[config.mk]
export PLATFORM = sky130hd
export DESIGN_NAME = pp_gen_flat
export DESIGN_NICKNAME = d
export VERILOG_FILES = /design/src/rtl/ap_mult_pkg.sv /design/src/rtl/pp_gen_if.sv /design/src/rtl/pp_and_array.sv /design/src/rtl/pp_gen.sv /design/src/flat_wrapper.sv
export SDC_FILE = /design/constraint.sdc
export NUM_CORES = 1
export LEC_CHECK = 0
export ABC_AREA = 1
export ABC_CLOCK_PERIOD_IN_PS = 2400
export BUFFER_PORTS_ARGS = -buffer_cell sky130_fd_sc_hd__buf_2
export CAP_MARGIN = 0
export CELL_PAD_IN_SITES_DETAIL_PLACEMENT = 0
export CELL_PAD_IN_SITES_GLOBAL_PLACEMENT = 1
export CORE_UTILIZATION = 30
export DETAILED_ROUTE_END_ITERATION = 16
export HOLD_SLACK_MARGIN = 0.1
export PLACE_DENSITY_LB_ADDON = 0.12
export SYNTH_ARGS = -nofsm -noshare
export SYNTH_HDL_FRONTEND = slang
export SYNTH_HIERARCHICAL = 1
export SYNTH_SLANG_ARGS = --single-unit
export TNS_END_PERCENT = 100
[constraint.sdc]
create_clock -name clk -period 2.4 [get_ports clk]
set_clock_uncertainty 0.15 [all_clocks]
set_input_delay 0.48 -clock clk [delete_from_list [all_inputs] [get_ports clk]]
set_output_delay 0.48 -clock clk [all_outputs]
set_load 0.005 [all_outputs]
[src/rtl/ap_mult_pkg.sv]
// Shared types and constants for the ap_unsi_wall_12b_* multipliers.
// PPGEN_EXACT_EN adds the exact-product field to the pp_gen buffer entry.
package ap_mult_pkg;

    localparam int AP_W     = 12;
    localparam int AP_PP_W  = AP_W * AP_W;
    localparam int AP_TAG_W = 4;

    typedef enum logic [1:0] {
        PPGEN_EMPTY = 2'd0,
        PPGEN_ONE   = 2'd1,
        PPGEN_FULL  = 2'd2
    } ppgen_state_e;

    typedef struct packed {
`ifdef PPGEN_EXACT_EN
        logic [2*AP_W-1:0]   exact;
`endif
        logic [AP_TAG_W-1:0] tag;
        logic [AP_PP_W-1:0]  pp;
    } ppgen_entry_t;

endpackage

[src/rtl/pp_gen_if.sv]
// Operand-in / partial-product-out bus of pp_gen. out_exact exists only with PPGEN_EXACT_EN.
// Handshake: a beat moves on a rising edge where valid & ready; the sender holds it until then.
interface pp_gen_if #(
    parameter int W     = 12,
    parameter int TAG_W = 4
) ();

    logic               in_valid;
    logic               in_ready;
    logic [W-1:0]       in_a;
    logic [W-1:0]       in_b;
    logic [TAG_W-1:0]   in_tag;
    logic               out_valid;
    logic               out_ready;
    logic [W*W-1:0]     out_pp;
    logic [TAG_W-1:0]   out_tag;
    logic [15:0]        out_cnt;
`ifdef PPGEN_EXACT_EN
    logic [2*W-1:0]     out_exact;
`endif

    modport master (
        output in_valid, in_a, in_b, in_tag, out_ready,
        input  in_ready, out_valid, out_pp, out_tag, out_cnt
`ifdef PPGEN_EXACT_EN
        , input out_exact
`endif
    );

    modport slave (
        input  in_valid, in_a, in_b, in_tag, out_ready,
        output in_ready, out_valid, out_pp, out_tag, out_cnt
`ifdef PPGEN_EXACT_EN
        , output out_exact
`endif
    );

endinterface

[src/rtl/pp_and_array.sv]
// Combinational W x W AND array, row-major: pp[W*i+j] = a[j] & b[i].
module pp_and_array #(
    parameter int W = 12
) (
    input  logic [W-1:0]   a,
    input  logic [W-1:0]   b,
    output logic [W*W-1:0] pp
);

    for (genvar i = 0; i < W; i++) begin : g_row
        for (genvar j = 0; j < W; j++) begin : g_col
            assign pp[W*i+j] = a[j] & b[i];
        end
    end

endmodule

[src/rtl/pp_gen.sv]
// Partial-product generator with a two-entry skid buffer on the output side.
// PPGEN_EXACT_EN adds an exact a*b product that travels with each beat.
module pp_gen
    import ap_mult_pkg::*;
#(
    parameter int W     = AP_W,
    parameter int TAG_W = AP_TAG_W
) (
    input  logic       clk,
    input  logic       rst_n,
    pp_gen_if.slave    bus,
    output logic [1:0] dbg_state
);

    localparam logic [1:0] ST_EMPTY = PPGEN_EMPTY;
    localparam logic [1:0] ST_ONE   = PPGEN_ONE;
    localparam logic [1:0] ST_FULL  = PPGEN_FULL;

    logic [1:0]     state_q, state_nxt;
    logic           in_ready_q;
    logic [15:0]    cnt_q;
    ppgen_entry_t   main_q, skid_q, new_e;
    logic [W*W-1:0] pp_new;
    logic           in_hs, out_hs;
    logic           main_ld, main_from_skid, skid_ld;

    pp_and_array #(.W(W)) u_and_array (
        .a  (bus.in_a),
        .b  (bus.in_b),
        .pp (pp_new)
    );

    always_comb begin
        new_e     = '0;
        new_e.pp  = pp_new;
        new_e.tag = bus.in_tag;
`ifdef PPGEN_EXACT_EN
        new_e.exact = {{W{1'b0}}, bus.in_a} * {{W{1'b0}}, bus.in_b};
`endif
    end

    assign in_hs  = bus.in_valid & in_ready_q;
    assign out_hs = (state_q != ST_EMPTY) & bus.out_ready;

    // FULL never sees in_hs because in_ready is low there.
    always_comb begin
        state_nxt      = state_q;
        main_ld        = 1'b0;
        main_from_skid = 1'b0;
        skid_ld        = 1'b0;
        case (state_q)
            ST_EMPTY: begin
                if (in_hs) begin
                    state_nxt = ST_ONE;
                    main_ld   = 1'b1;
                end
            end
            ST_ONE: begin
                if (in_hs && out_hs) begin
                    main_ld = 1'b1;
                end else if (in_hs) begin
                    state_nxt = ST_FULL;
                    skid_ld   = 1'b1;
                end else if (out_hs) begin
                    state_nxt = ST_EMPTY;
                end
            end
            ST_FULL: begin
                if (out_hs) begin
                    state_nxt      = ST_ONE;
                    main_from_skid = 1'b1;
                end
            end
            default: state_nxt = ST_EMPTY;
        endcase
    end

    always_ff @(posedge clk or negedge rst_n) begin
        if (!rst_n) begin
            state_q    <= ST_EMPTY;
            in_ready_q <= 1'b1;
            cnt_q      <= '0;
            main_q     <= '0;
            skid_q     <= '0;
        end else begin
            state_q    <= state_nxt;
            in_ready_q <= (state_nxt != ST_FULL);
            if (main_ld) begin
                main_q <= new_e;
            end else if (main_from_skid) begin
                main_q <= skid_q;
            end
            if (skid_ld) begin
                skid_q <= new_e;
            end
            if (out_hs) begin
                cnt_q <= cnt_q + 16'd1;
            end
        end
    end

    assign bus.in_ready  = in_ready_q;
    assign bus.out_valid = (state_q != ST_EMPTY);
    assign bus.out_pp    = main_q.pp;
    assign bus.out_tag   = main_q.tag;
    assign bus.out_cnt   = cnt_q;
`ifdef PPGEN_EXACT_EN
    assign bus.out_exact = main_q.exact;
`endif
    assign dbg_state     = state_q;

endmodule
[src/flat_wrapper.sv]
// flat-port wrapper written by rule: the top's interface ports become plain ports
module pp_gen_flat import ap_mult_pkg::*;
#(
    parameter int W     = AP_W,
    parameter int TAG_W = AP_TAG_W
)
  (clk, rst_n, dbg_state, bus_in_valid, bus_in_a, bus_in_b, bus_in_tag, bus_out_ready, bus_in_ready, bus_out_valid, bus_out_pp, bus_out_tag, bus_out_cnt);
  pp_gen_if #(.W(W), .TAG_W(TAG_W)) bus_i ();
  input  logic clk;
  input  logic rst_n;
  output logic [1:0] dbg_state;
  input wire logic [$bits(bus_i.in_valid)-1:0] bus_in_valid;
  input wire logic [$bits(bus_i.in_a)-1:0] bus_in_a;
  input wire logic [$bits(bus_i.in_b)-1:0] bus_in_b;
  input wire logic [$bits(bus_i.in_tag)-1:0] bus_in_tag;
  input wire logic [$bits(bus_i.out_ready)-1:0] bus_out_ready;
  output wire logic [$bits(bus_i.in_ready)-1:0] bus_in_ready;
  output wire logic [$bits(bus_i.out_valid)-1:0] bus_out_valid;
  output wire logic [$bits(bus_i.out_pp)-1:0] bus_out_pp;
  output wire logic [$bits(bus_i.out_tag)-1:0] bus_out_tag;
  output wire logic [$bits(bus_i.out_cnt)-1:0] bus_out_cnt;
  assign bus_i.in_valid = bus_in_valid;
  assign bus_i.in_a = bus_in_a;
  assign bus_i.in_b = bus_in_b;
  assign bus_i.in_tag = bus_in_tag;
  assign bus_i.out_ready = bus_out_ready;
  assign bus_in_ready = bus_i.in_ready;
  assign bus_out_valid = bus_i.out_valid;
  assign bus_out_pp = bus_i.out_pp;
  assign bus_out_tag = bus_i.out_tag;
  assign bus_out_cnt = bus_i.out_cnt;
  pp_gen #(.W(W), .TAG_W(TAG_W)) u_core (.clk(clk), .rst_n(rst_n), .bus(bus_i), .dbg_state(dbg_state));
endmodule
* After elaboration in Yosys (flattened, before gate mapping)
Index checks and enable logic that the tools add are counted.
Word-level totals: word-level logic and storage cells 176, output and inout bits 168, input port bits 32, register bits after elaboration 315
Operators by class: reductions and logical operators 4, $add $sub $neg 1, multiplexer cells 15, eq/ne operators 3, bitwise operators 146
Operator list (number):
- $mux 148 | 2
- $and 1x1->1 | 146
- $add 16x1->16 const B | 1
- $mux 2 | 5
- $mux 1 | 6
- $pmux 2 s3 | 1
- $reduce_bool 2->1 | 2
- $eq 2x1->1 const B | 1
- $eq 2x2->1 const B | 1
- $logic_not 2->1 | 1
- $ne 2x2->1 const B | 1
- $pmux 1 s2 | 1
- $logic_and 1x1->1 | 1

* Depth between registers and ports, before layout
Gate-level depths: netlist of run 1.
depth after elaboration 7, gate-level depth with buffers 9, depth with buffers taken out 8

* By module
Netlist of run 1, hierarchy kept.
Modules (own cells, without submodules):
- pp_gen | instances 1, area each 13387.8 µm², cells each 1439
- pp_and_array | instances 1, area each 1351.3 µm², cells each 312

* Worst setup path before layout of run 1
Ideal clock, no wire load.
path type reg-to-reg, from reg u_core.in_ready_q (netlist: u_core/bus.in_ready), to reg u_core.main_q (netlist bit u_core/bus.out_pp[26]), arrival time 1.398 ns, library setup time 0.135 ns, buffers on the path 2, cell stages (with the launch flop) 8, slack 0.717 ns, cell sequence dfstp_2 > nand2_1 > nor3_2 > inv_2 > buf_2 > buf_2 > nand3_1 > o211ai_1
Between the ends: word-level cells in the longest chain between the ends 5
Ends and longest elaborated chain:
- start: declaration | RTL line pp_gen.sv:20 | logic in_ready_q;
- start signal: assignment | RTL line pp_gen.sv:87 | in_ready_q <= (state_nxt != ST_FULL);
- $and 1x1->1 (*) | RTL line pp_gen.sv:42 | assign in_hs = bus.in_valid & in_ready_q;
- $logic_and 1x1->1 | RTL line pp_gen.sv:59 | if (in_hs && out_hs) begin
- $mux 1 | RTL line pp_gen.sv:59
- $pmux 1 s2 (*) | RTL line pp_gen.sv:51 | case (state_q)
- $mux 148 or $reduce_bool 2->1 (tied branches)
- end signal: assignment | RTL line pp_gen.sv:89 | main_q <= new_e;
- end signal: assignment | RTL line pp_gen.sv:91 | main_q <= skid_q;
- end: declaration | RTL line pp_gen.sv:22 | ppgen_entry_t main_q, skid_q, new_e;
Every way passes the cells marked *; elsewhere a longest branch is shown, timed or not. A chain may end at the register's enable or synchronous reset.

* Worst setup path in the final report of run 1
from in bus_out_ready, to reg u_core/skid_q[31] (netlist bit)
Between the ends: word-level cells in the longest chain between the ends 4
Ends and longest elaborated chain:
- start: declaration | RTL line flat_wrapper.sv:16 | input wire logic [$bits(bus_i.out_ready)-1:0] bus_out_ready;
- $and 1x1->1 | RTL line pp_gen.sv:43 | assign out_hs = (state_q != ST_EMPTY) & bus.out_ready;
- $logic_and 1x1->1 | RTL line pp_gen.sv:59
- $mux 1 | RTL line pp_gen.sv:59
- $mux 1 | RTL line pp_gen.sv:51
- end signal: assignment | RTL line pp_gen.sv:94 | skid_q <= new_e;
- end: declaration | RTL line pp_gen.sv:22
No other way between the ends.

==> results of run 1 <==
registers in the layout, summed over array words and instances (netlist names):
name / cells
u_core/skid_q: 148
u_core/bus.out_pp: 144
u_core/bus.out_cnt: 16
u_core/bus.out_tag: 4
u_core/dbg_state: 2
u_core/bus.in_ready: 1
worst paths after layout:
kind,startpoint,end,slack [ns],depth (start not counted)
worst min register to register,u_core/skid_q[107],u_core/skid_q[107],0.34,2
min in group asynchronous,rst_n,u_core/skid_q[1],0.27,2
max in group asynchronous,rst_n,u_core/skid_q[16],1.05,4
worst max register to register,u_core/bus.in_ready,u_core/bus.out_pp[100],0.35,6
worst max-delay path,bus_out_ready,u_core/skid_q[31],0.33,9
worst min-delay path,bus_in_valid,u_core/dbg_state[0],0.25,4
worst max-delay path: stages:
cell and delay, ns:
dlygate4sd3_1 0.56, buf_4 0.17, nor2_2 0.18, nand2_1 0.11, nor2_4 0.16, inv_8 0.18, buf_12 0.27, nand2_1 0.06
o21ai_1 0.06
power by group:
group / switching, W / internal [W] / leakage (nW)
Sequential: 0.00129 / 0.00736 / 4.12
Clock: 0.00234 / 0.00366 / 0.630
Combinational: 0.00270 / 0.00200 / 4.27
stage by stage:
step	instance area [sq um]	hold WS, ns	cells	utilization [%]
after floorplan	14700	0.0344	1751	-
after global placement	16300	0.256	2505	33.8
after detailed placement	16300	0.257	2505	33.8
after CTS	17600	0.211	2580	36.6
after global routing	17600	0.253	2580	36.6
final	17600	0.252	2580	36.6
metal layers:
layer	global-route usage [%]	up-vias	part of all wire, %	wire length, microns
li1	-	5959	-	-
met1	27.3	5861	48	22800
met2	30.2	267	46	21600
met3	3.15	62	4.4	2070
met4	4.68	0	1.9	882
met5	0	-	0	0
cell type report:
cell class	count	area [sq um]	share of cell area (%)
inverters	312	1190	6.73
clock buffers	62	1170	6.66
flip-flops and latches	315	7880	44.7
well taps	656	821	4.65
multi-input cells	988	4910	27.9
repair buffers	240	1540	8.76
clock inverters	7	110	0.624
cells by family (layout without fill, tap and decap cells):
group	after synthesis	count (layout)	share of synthesized area [%]
and+or+nand+nor	676	676	19.9
xor gates and xnor gates	8	8	0.475
AOI/OAI and AO/OA	303	303	12.8
adders and majority gates	1	1	0.0849
buffers and inverters	448	621	13.3
DFF	315	315	53.5
cell usage in the layout, fill, tap and decap left out:
| master | count |
|---|---|
| inv_8 | 2 |
| o21ai_1 | 133 |
| nand2_1 | 359 |
| nor2_1 | 17 |
| inv_2 | 1 |
| xnor2_1 | 4 |
| nor2_4 | 2 |
| buf_12 | 17 |
| nand3_1 | 293 |
| o211ai_1 | 148 |
| bufinv_16 | 3 |
| nand4_1 | 1 |
| buf_2 | 197 |
| clkbuf_8 | 7 |
| inv_1 | 309 |
| dfrtp_1 | 314 |
| clkinv_2 | 4 |
| clkbuf_1 | 14 |
| o21ai_0 | 20 |
| dlygate4sd3_1 | 6 |
| xor2_1 | 4 |
| buf_8 | 1 |
| clkbuf_16 | 41 |
| dfstp_2 | 1 |
| nand2_4 | 1 |
| nor3_2 | 1 |
| ha_1 | 1 |
| a21oi_2 | 1 |
| a21oi_1 | 1 |
| buf_4 | 19 |
| nor2_2 | 2 |
synth_stat cells:
| master | n | share of area, % |
|---|---|---|
| clkbuf_1 | 37 | 0.94 |
| xor2_1 | 4 | 0.24 |
| nand3_1 | 293 | 9.9 |
| nand4_1 | 1 | 0.042 |
| nor2_4 | 1 | 0.076 |
| nor2_2 | 3 | 0.13 |
| dfstp_2 | 1 | 0.18 |
| a21oi_1 | 1 | 0.034 |
| buf_6 | 25 | 1.9 |
| o21ai_1 | 133 | 4.5 |
| nor2_1 | 17 | 0.43 |
| o211ai_1 | 148 | 7.5 |
| inv_2 | 3 | 0.076 |
| buf_1 | 6 | 0.15 |
| xnor2_1 | 4 | 0.24 |
| dfrtp_1 | 314 | 53 |
| o21ai_0 | 20 | 0.68 |
| inv_1 | 309 | 7.9 |
| buf_2 | 68 | 2.3 |
| nand2_1 | 360 | 9.2 |
| nor3_2 | 1 | 0.068 |
| a21oi_2 | 1 | 0.059 |
| ha_1 | 1 | 0.085 |
==> summary.txt, run 1 <==
Pwr
  • LEAKAGE: ~9.0 nW
  • Total power density per cell area: about 1100 nW/um^2
  • Largest voltage drop on the vdd net: about 0.00042 V
  • Total Power: between 0.015 and 0.02 W

Clock tree
  • Number of buffers inserted by post-CTS setup repair: 0
  • Maximum buffer depth of the clock tree: 3
  • Clock root buffer: clkbuf_16
  • Number of gates resized after cts: 0
  • Number of buffers created by CTS: 40
  • Clock H-tree levels: 2
  • Insertion delay of the later-clocked pin in the worst-skew pair: between 0.5 and 0.6 ns
  • Clock slew at the register clock pins of the worst setup and hold paths: 0.05 ns
  • Number of hold-repair buffers added at the cts stage: 6
  • Clock tree from TritonCTS: built
  • Count of clock tree sinks: approximately 320

Die
  • Die X-Extent: 224 microns
  • Vert. Die Dim: roughly 220 microns
  • Number of core rows: 80
  • Std-Cell Core Area: 48,100 sq um
  • Effective utilization at floorplan: 30.6%
  • Number of top-level pins: 200
  • Die area: between 50,000 and 60,000 sq um

Detailed routing
  • Post-DR vias/cell: 4.71
  • Number of detailed-routing iterations run before antenna repair: 5
  • Count of routing violations after the opening detailed-route iteration: between 900 and 1,000
  • Number of nets still failing antenna checks after routing: 0
  • Total Routed Length: approximately 47 mm
  • Number of remaining DRC errors: 0
  • Total vias in the final route: roughly 12,000
  • Routed wire per std cell: roughly 18 microns

Worst setup path
  • Required arrival time at the worst endpoint: 2.68 ns
  • Critical path data arrival time: 2.34 ns
  • Max FO, Critical Path: between 80 and 90
  • Critical setup path kind: primary input to flip-flop
  • Critical path launch point type: primary input
  • Endpoint type of the worst setup path: flip-flop

GRT
  • Tot GR Track Use: roughly a fifth
  • Initial antenna violation count: 1
  • Vias in the first global route: about 12,000
  • Wire length of the first global-routing pass: ~73 mm
  • Grt total ovfl: 0
  • Pin count of the biggest net entering global routing: about 140

STA
  • Share of the clock period used by the worst path after layout: between 80% and 90%
  • Unrepaired setup endpoints after global routing: false
  • Slew HR: between 30% and 40%
  • Setup-failing EPs final: 0
  • Peak Freq: 484 MHz
  • Final min period: ~2.1 ns
  • Hold Violations, Final: 0
  • Worst Max-Slew Pin Slew: approximately 0.98 ns
  • Setup TNS after final layout: 0 ns
  • Final Max Slew Viols: 0
  • Min setup slack post-route: approximately 0.33 ns

Run
  • Count of max-cap constraint violations: 0

Finish
  • Layout fillers: approximately 5,000
  • Area overhead of the layout relative to synthesis: 19.6%
  • Fin nets: a little under 2,000
  • Ant diodes: 0
  • Share of post-route cells with drive strength above 1: around 16%

Yosys
  • Mapped cell area: 14,700 sq um
  • Average footprint of a synthesized cell: approximately 8.4 sq um
  • Synth Net Count: about 1,800
  • Number of unique standard cell types used by synthesis: 23
  • Yosys warning count: 6
  • Register area share after synthesis: a little over half
  • Cells after synthesis: between 1,500 and 2,000
  • Number of flip-flops and latches in the synthesized netlist: about 320

Min path
  • Kind of path behind the tightest hold check: primary input to flip-flop

Place
  • Number of port buffers: roughly 200
  • Weighted congestion at the end of routability-driven global placement: ~0.74
  • Post-DP HPWL: between 20 and 30 mm
  • Post-place setup slack: around 0.29 ns

Status
  • Result of the run: complete, no violations
Power figures use the tool's default switching activity.
==> run 2, diff against run 1 <==
--- a/config.mk
+++ b/config.mk
@@ -7,12 +7,12 @@
 export LEC_CHECK = 0
 export ABC_AREA = 1
 export ABC_CLOCK_PERIOD_IN_PS = 2400
-export BUFFER_PORTS_ARGS = -buffer_cell sky130_fd_sc_hd__buf_2
 export CAP_MARGIN = 0
 export CELL_PAD_IN_SITES_DETAIL_PLACEMENT = 0
 export CELL_PAD_IN_SITES_GLOBAL_PLACEMENT = 1
 export CORE_UTILIZATION = 30
 export DETAILED_ROUTE_END_ITERATION = 16
+export DONT_BUFFER_PORTS = 1
 export HOLD_SLACK_MARGIN = 0.1
 export PLACE_DENSITY_LB_ADDON = 0.12
 export SYNTH_ARGS = -nofsm -noshare
==> summary.txt, run 2 (synthesized netlist as in run 1, its figures left out) <==
Status
  • Result of the run: finished, violations left
  • Violated checks: hold timing

Detailed routing
  • Routed wire per std cell: approximately 20 microns
  • Number of nets still failing antenna checks after routing: 0
  • Post-DR vias/cell: around 4.8
  • Number of remaining DRC errors: 0
  • Total vias in the final route: approximately 12,000
  • Number of detailed-routing iterations run before antenna repair: 6
  • Count of routing violations after the opening detailed-route iteration: approximately 740
  • Total Routed Length: a little over 50 mm

Clock tree
  • Number of buffers created by CTS: 40
  • Clock H-tree levels: 2
  • Count of clock tree sinks: about 320
  • Clock slew at the register clock pins of the worst setup and hold paths: approximately 0.060 ns
  • Maximum buffer depth of the clock tree: 3
  • Clock tree from TritonCTS: built
  • Insertion delay of the later-clocked pin in the worst-skew pair: ~0.55 ns
  • Number of hold-repair buffers added at the cts stage: 85
  • Clock root buffer: clkbuf_16

Die
  • Die area: roughly 50,000 sq um
  • Vert. Die Dim: 224 microns
  • Die X-Extent: between 200 and 250 microns
  • Effective utilization at floorplan: about 31%
  • Number of top-level pins: 200
  • Number of core rows: 80
  • Std-Cell Core Area: just under 50,000 sq um

Place
  • Weighted congestion at the end of routability-driven global placement: 0.716
  • Post-DP HPWL: approximately 26 mm
  • Number of port buffers: 0
  • Number of placed instances with taps included: ~2,300

STA
  • Final min period: roughly 2.2 ns
  • Slew HR: between 20 and 25%
  • Share of the clock period used by the worst path after layout: slightly above 90%
  • Hold Violations, Final: between 300 and 400
  • Unrepaired setup endpoints after global routing: false
  • Final Max Slew Viols: 0
  • Worst Hold Margin: -0.500 ns
  • Setup TNS after final layout: 0 ns
  • Worst Max-Slew Pin Slew: between 1 and 1.5 ns
  • Peak Freq: ~450 MHz
  • Setup-failing EPs final: 0

Finish
  • Most common library cell in the layout ignoring fill and taps: nand2_1
  • Share of post-route cells with drive strength above 1: 6.00%
  • Fin nets: between 1,500 and 2,000
  • Layout fillers: ~5,000
  • Area taken by flip-flops and latches: between 7000 and 8000 sq um
  • Flip-flop count of the largest register after layout: approximately 150
  • Non-filler instance count after layout: about 2,500
  • Area of combinational cells with multiple inputs: about 5000 sq um
  • Area overhead of the layout relative to synthesis: 18.0%
  • Largest register by flop count: u_core/skid_q
  • Highest-count cells in the layout ignoring fill and taps: 359 x nand2_1, 314 x dfrtp_1, 309 x inv_1
  • Ant diodes: 0

Pwr
  • Design internal power: around 0.012 W
  • Total power density per cell area: 1060 nW/um^2
  • Largest voltage drop on the vdd net: about 0.00046 V
  • Net switching power of the design: 0.00607 W
  • LEAKAGE: 8.26 nW
  • Switching share of power: between 30 and 40%
  • Combinational fraction of design power: slightly below 20%
  • Fraction of power consumed by sequential logic: 48.4%
  • Clock power frac: ~32%

Worst setup path
  • Required arrival time at the worst endpoint: 2.71 ns
  • Endpoint type of the worst setup path: flip-flop
  • Critical setup path kind: flip-flop to flip-flop
  • Cell with the largest stage delay on the worst path: dlygate4sd3_1
  • Critical Path Max Stage Delay: a little under 0.6 ns
  • Max FO, Critical Path: 19
  • Critical path launch point type: flip-flop
  • Cell Chain, Critical Path: inv_1, nor2_4, buf_4, nand3_1, dlygate4sd3_1, o211ai_1
  • Critical path data arrival time: between 2 and 3 ns
  • Reg2reg setup slack: 0.16 ns

GRT
  • Initial antenna violation count: 4
  • Pin count of the biggest net entering global routing: between 300 and 400
  • Grt total ovfl: 0
  • Tot GR Track Use: roughly 20%
  • Vias in the first global route: about 12,000
  • Wire length of the first global-routing pass: around 77 mm

Run
  • Count of max-cap constraint violations: 0

Min path
  • Kind of path behind the tightest hold check: primary input to asynchronous set/reset pin
[run 2: cell type report]
class | count | share of cell area, %
flip-flops and latches | 315 | 45.3
clock inverters | 8 | 0.532
clock buffers | 60 | 6.65
inverters | 312 | 6.82
well taps | 656 | 4.72
repair buffers | 117 | 7.73
multi-input cells | 988 | 28.2
[run 2: worst max-delay path, delay by kind of cell (launching register included)]
family | cells | cell delay (ns)
flops | 1 | 0.46
buf+inv | 3 | 1.08
simple gates | 2 | 0.36
compound gates | 1 | 0.10
[run 2: metal layers]
metal  share of wire [%]  GRT usage, %  vias up
met5                   0             0        -
met4                 1.7          5.24        0
met3                 5.9          4.94       51
met2                  46          32.8      224
met1                  47          27.6     5718
li1                    -             -     5696
[run 2: stage by stage]
step | setup slack [ns] | total power (W) | area (sq um) | utilization (%) | hold WS, ns
after floorplan | 0.717 | 0.0112 | 14700 | - | 0.0344
after global placement | 0.271 | 0.0123 | 15200 | 31.5 | 0.0475
after detailed placement | 0.212 | 0.0124 | 15200 | 31.5 | 0.0458
after CTS | 0.0806 | 0.0187 | 17400 | 36.1 | -0.552
after global routing | 0.00273 | 0.0197 | 17400 | 36.1 | -0.531
final | 0.164 | 0.0184 | 17400 | 36.1 | -0.500
[run 2: worst paths after layout]
| kind | from | to | depth (start not counted) |
|---|---|---|---|
| min reg2reg | u_core/skid_q[143] | u_core/skid_q[143] | 2 |
| min | rst_n | u_core/skid_q[140] | 0 |
| max reg2reg | u_core/dbg_state[1] | u_core/bus.out_pp[117] | 6 |
| max | u_core/dbg_state[1] | u_core/bus.out_pp[117] | 6 |
| max in group asynchronous | rst_n | u_core/skid_q[90] | 0 |
| min in group clk | bus_out_ready | u_core/dbg_state[0] | 2 |
[run 2: repair_timing]
item | 4_1_cts | 5_1_grt
buffers inserted | 0 | 2
gates resized for setup | 0 | 1
setup endpoints to repair | 0 | 6
hold endpoints to repair | 613 | 315
[run 2: power groups by stage]
stage / registers (W) / logic [W] / clock network, W
global route: 0.00921 / 0.00417 / 0.00628
global placement: 0.00903 / 0.00324 / 0
floorplan: 0.00843 / 0.00276 / 0
CTS: 0.00898 / 0.00364 / 0.00610
finish: 0.00893 / 0.00361 / 0.00589
detailed placement: 0.00905 / 0.00335 / 0
==> run 3, diff against run 2 <==
--- a/config.mk
+++ b/config.mk
@@ -5,11 +5,11 @@
 export SDC_FILE = /design/constraint.sdc
 export NUM_CORES = 1
 export LEC_CHECK = 0
-export ABC_AREA = 1
 export ABC_CLOCK_PERIOD_IN_PS = 2400
 export CAP_MARGIN = 0
 export CELL_PAD_IN_SITES_DETAIL_PLACEMENT = 0
 export CELL_PAD_IN_SITES_GLOBAL_PLACEMENT = 1
+export CORE_ASPECT_RATIO = 1.5
 export CORE_UTILIZATION = 30
 export DETAILED_ROUTE_END_ITERATION = 16
 export DONT_BUFFER_PORTS = 1
==> summary.txt, run 3 <==
Status
  • Result of the run: finished, violations left
  • Violated checks: hold timing

Yosys
  • Number of synthesized flops with an enable pin: 0
  • Proportion of synthesized flip-flops having asynchronous set or reset: 100%
  • Mapped cell area: roughly 14,000 sq um
  • Number of unique standard cell types used by synthesis: 33
  • Post-synthesis cell type with the largest combined area: dfrtp_1
  • Area fraction of the dominant cell type after synthesis: about 57%
  • Yosys warning count: 6
  • Top_reg_cell synth: dfrtp_1
  • Synth Net Count: between 1,000 and 1,500
  • Average footprint of a synthesized cell: about 13 sq um
  • Number of flip-flops and latches in the synthesized netlist: between 300 and 400
  • Register area share after synthesis: a little under three fifths
  • Leading cell types by total area after synthesis: dfrtp_1 57%, a22o_1 9.4%, a21o_1 8.0%
  • Library cell with the highest instance count after synthesis: dfrtp_1
  • Top cells by instance count after synthesis: 314 x dfrtp_1, 148 x a21o_1, 148 x a22o_1
  • Cells after synthesis: roughly 1,000

STA
  • Setup-failing EPs final: 0
  • Slew HR: about 5.9%
  • Worst Max-Slew Pin Slew: about 1.4 ns
  • Worst Hold Margin: -0.476 ns
  • Final Max Slew Viols: 0
  • Final min period: roughly 2.2 ns
  • Peak Freq: approximately 450 MHz
  • Hold Violations, Final: approximately 310
  • Setup TNS after final layout: 0 ns
  • Share of the clock period used by the worst path after layout: a little over 90%
  • Unrepaired setup endpoints after global routing: false

Clock tree
  • Number of gates resized after cts: 0
  • Clock slew at the register clock pins of the worst setup and hold paths: around 0.06 ns
  • Maximum buffer depth of the clock tree: 3
  • Number of buffers created by CTS: 35
  • Clock H-tree levels: 2
  • Number of buffers inserted by post-CTS setup repair: 0
  • Insertion delay of the later-clocked pin in the worst-skew pair: 0.52 ns
  • Number of hold-repair buffers added at the cts stage: 34
  • Count of clock tree sinks: between 300 and 400
  • Clock tree from TritonCTS: built
  • Clock root buffer: clkbuf_16

Detailed routing
  • Post-DR vias/cell: approximately 5.0
  • Number of remaining DRC errors: 0
  • Total Routed Length: approximately 40 mm
  • Number of detailed-routing iterations run before antenna repair: 4
  • Routed wire per std cell: roughly 24 microns
  • Number of nets still failing antenna checks after routing: 0
  • Count of routing violations after the opening detailed-route iteration: roughly 420
  • Total vias in the final route: about 8,400

Worst setup path
  • Critical path data arrival time: 2.47 ns
  • Endpoint type of the worst setup path: flip-flop
  • Max FO, Critical Path: 12
  • CP Capture Point: u_core/skid_q[124]
  • Critical Path Max Stage Delay: between 0.8 and 0.9 ns
  • Source of the worst register-to-register timing path: u_core/bus.in_ready
  • Required arrival time at the worst endpoint: around 2.7 ns
  • Reg2Reg Capture Point: u_core/skid_q[79]
  • Worst setup path startpoint: bus_in_a[4]
  • Cell Chain, Critical Path: dlygate4sd3_1, and2_1, dlygate4sd3_1, mux2_1
  • Most used cell along the critical path: dlygate4sd3_1
  • Critical path launch point type: primary input
  • Cell with the largest stage delay on the worst path: dlygate4sd3_1
  • Reg2reg setup slack: ~0.31 ns
  • Depth of the worst register-to-register path: 6
  • Critical setup path kind: primary input to flip-flop

Pwr
  • Total power density per cell area: ~1200 nW/um^2
  • LEAKAGE: 8.21 nW
  • Largest voltage drop on the vdd net: 0.000484 V

GRT
  • Vias in the first global route: between 8,000 and 9,000
  • Tot GR Track Use: about 17%
  • Wire length of the first global-routing pass: between 60 and 70 mm
  • Grt total ovfl: 0
  • Initial antenna violation count: 4
  • Pin count of the biggest net entering global routing: roughly 320

Place
  • Post-DP HPWL: roughly 23 mm
  • Post-detailed-placement cell area: around 14,000 sq um
  • Number of port buffers: 0
  • Weighted congestion at the end of routability-driven global placement: between 0.6 and 0.7

Die
  • Effective utilization at floorplan: between 30 and 40%
  • Die area: roughly 47,000 sq um
  • Std-Cell Core Area: between 40,000 and 50,000 sq um
  • Die X-Extent: about 180 microns
  • Number of top-level pins: 200
  • Number of core rows: 96
  • Vert. Die Dim: roughly 260 microns

Finish
  • Layout Cell Area excl Fill: 15,900 sq um
  • Most common library cell in the layout ignoring fill and taps: dfrtp_1
  • Util after Layout: about a third
  • Fin nets: 1,093
  • Flip-flop count of the largest register after layout: between 100 and 150
  • Largest register by flop count: u_core/skid_q
  • Share of post-route cells with drive strength above 1: about an eighth
  • Area overhead of the layout relative to synthesis: 15.0%
  • Highest-count cells in the layout ignoring fill and taps: 314 x dfrtp_1, 148 x a22o_1, 148 x a21o_1

Min path
  • Kind of path behind the tightest hold check: primary input to asynchronous set/reset pin

Run
  • Count of max-cap constraint violations: 0
## run 3: cell count changes after synthesis, moves of 31 or more
cell / delta
a22o_1: +148
clkbuf_1: -31
o21ai_1: -132
o211ai_1: -147
and2_1: +145
mux2_2: +51
nand3_1: -288
mux2_1: +98
a21o_1: +148
inv_1: -308
nand2_1: -353
## run 3: cell families after synthesis
group / synth area share (%)
compound gates: 17.6
xor+xnor: 0.951
fa+ha+maj: 0.0905
buf+inv: 4.29
flops: 57.0
mux: 12.2
simple gates: 7.81
## run 3: worst max-delay path: cells and delay by family
family,cells,cell delay (ns)
multiplexers,1,0.29
AND/OR/NAND/NOR,1,0.29
buffers and inverters,2,1.41
## run 3: how the worst min path moves through the flow
stage | start | cells past startpoint | endpoint | slack (ns)
floorplan | rst_n | 0 | u_core/bus.out_cnt[0] | 0.03
global placement | rst_n | 0 | u_core/bus.out_pp[51] | 0.05
detailed placement | rst_n | 0 | u_core/bus.out_pp[51] | 0.05
CTS | rst_n | 0 | u_core/bus.out_pp[51] | -0.52
global route | rst_n | 0 | u_core/bus.out_pp[46] | -0.51
finish | rst_n | 0 | u_core/bus.out_pp[53] | -0.48
## run 3: final cells by class
| type | instances | area [sq um] |
|---|---|---|
| clock inverters | 9 | 50.0 |
| multi-input cells | 644 | 5370 |
| well taps | 588 | 736 |
| flip-flops and latches | 315 | 7880 |
| fillers | 4530 | 29700 |
| diodes | 3 | 7.51 |
| clock buffers | 51 | 1060 |
| inverters | 1 | 3.75 |
| repair buffers | 63 | 791 |
## run 3: per-layer routing
layer | routed length [microns] | up-vias | global-route usage [%]
met2 | 19900 | 179 | 29.3
li1 | - | 3804 | -
met5 | 27 | - | 0
met4 | 641 | 4 | 4.19
met1 | 16700 | 4384 | 21.8
met3 | 2230 | 43 | 4.07
## run 3: per-stage QoR
step | power (W) | worst slack, ns | std cells
after floorplan | 0.0123 | 0.533 | 1049
after global placement | 0.0138 | 0.332 | 1577
after detailed placement | 0.0140 | 0.310 | 1577
after CTS | 0.0195 | 0.218 | 1671
after global routing | 0.0204 | 0.158 | 1671
final | 0.0191 | 0.187 | 1674
## run 3: where the power goes
part	internal [W]	leakage [nW]	switching, W	total (W)
clock	0.00305	0.548	0.00218	0.00523
sequential	0.00781	4.08	0.00184	0.00965
combinational	0.00234	3.58	0.00191	0.00425
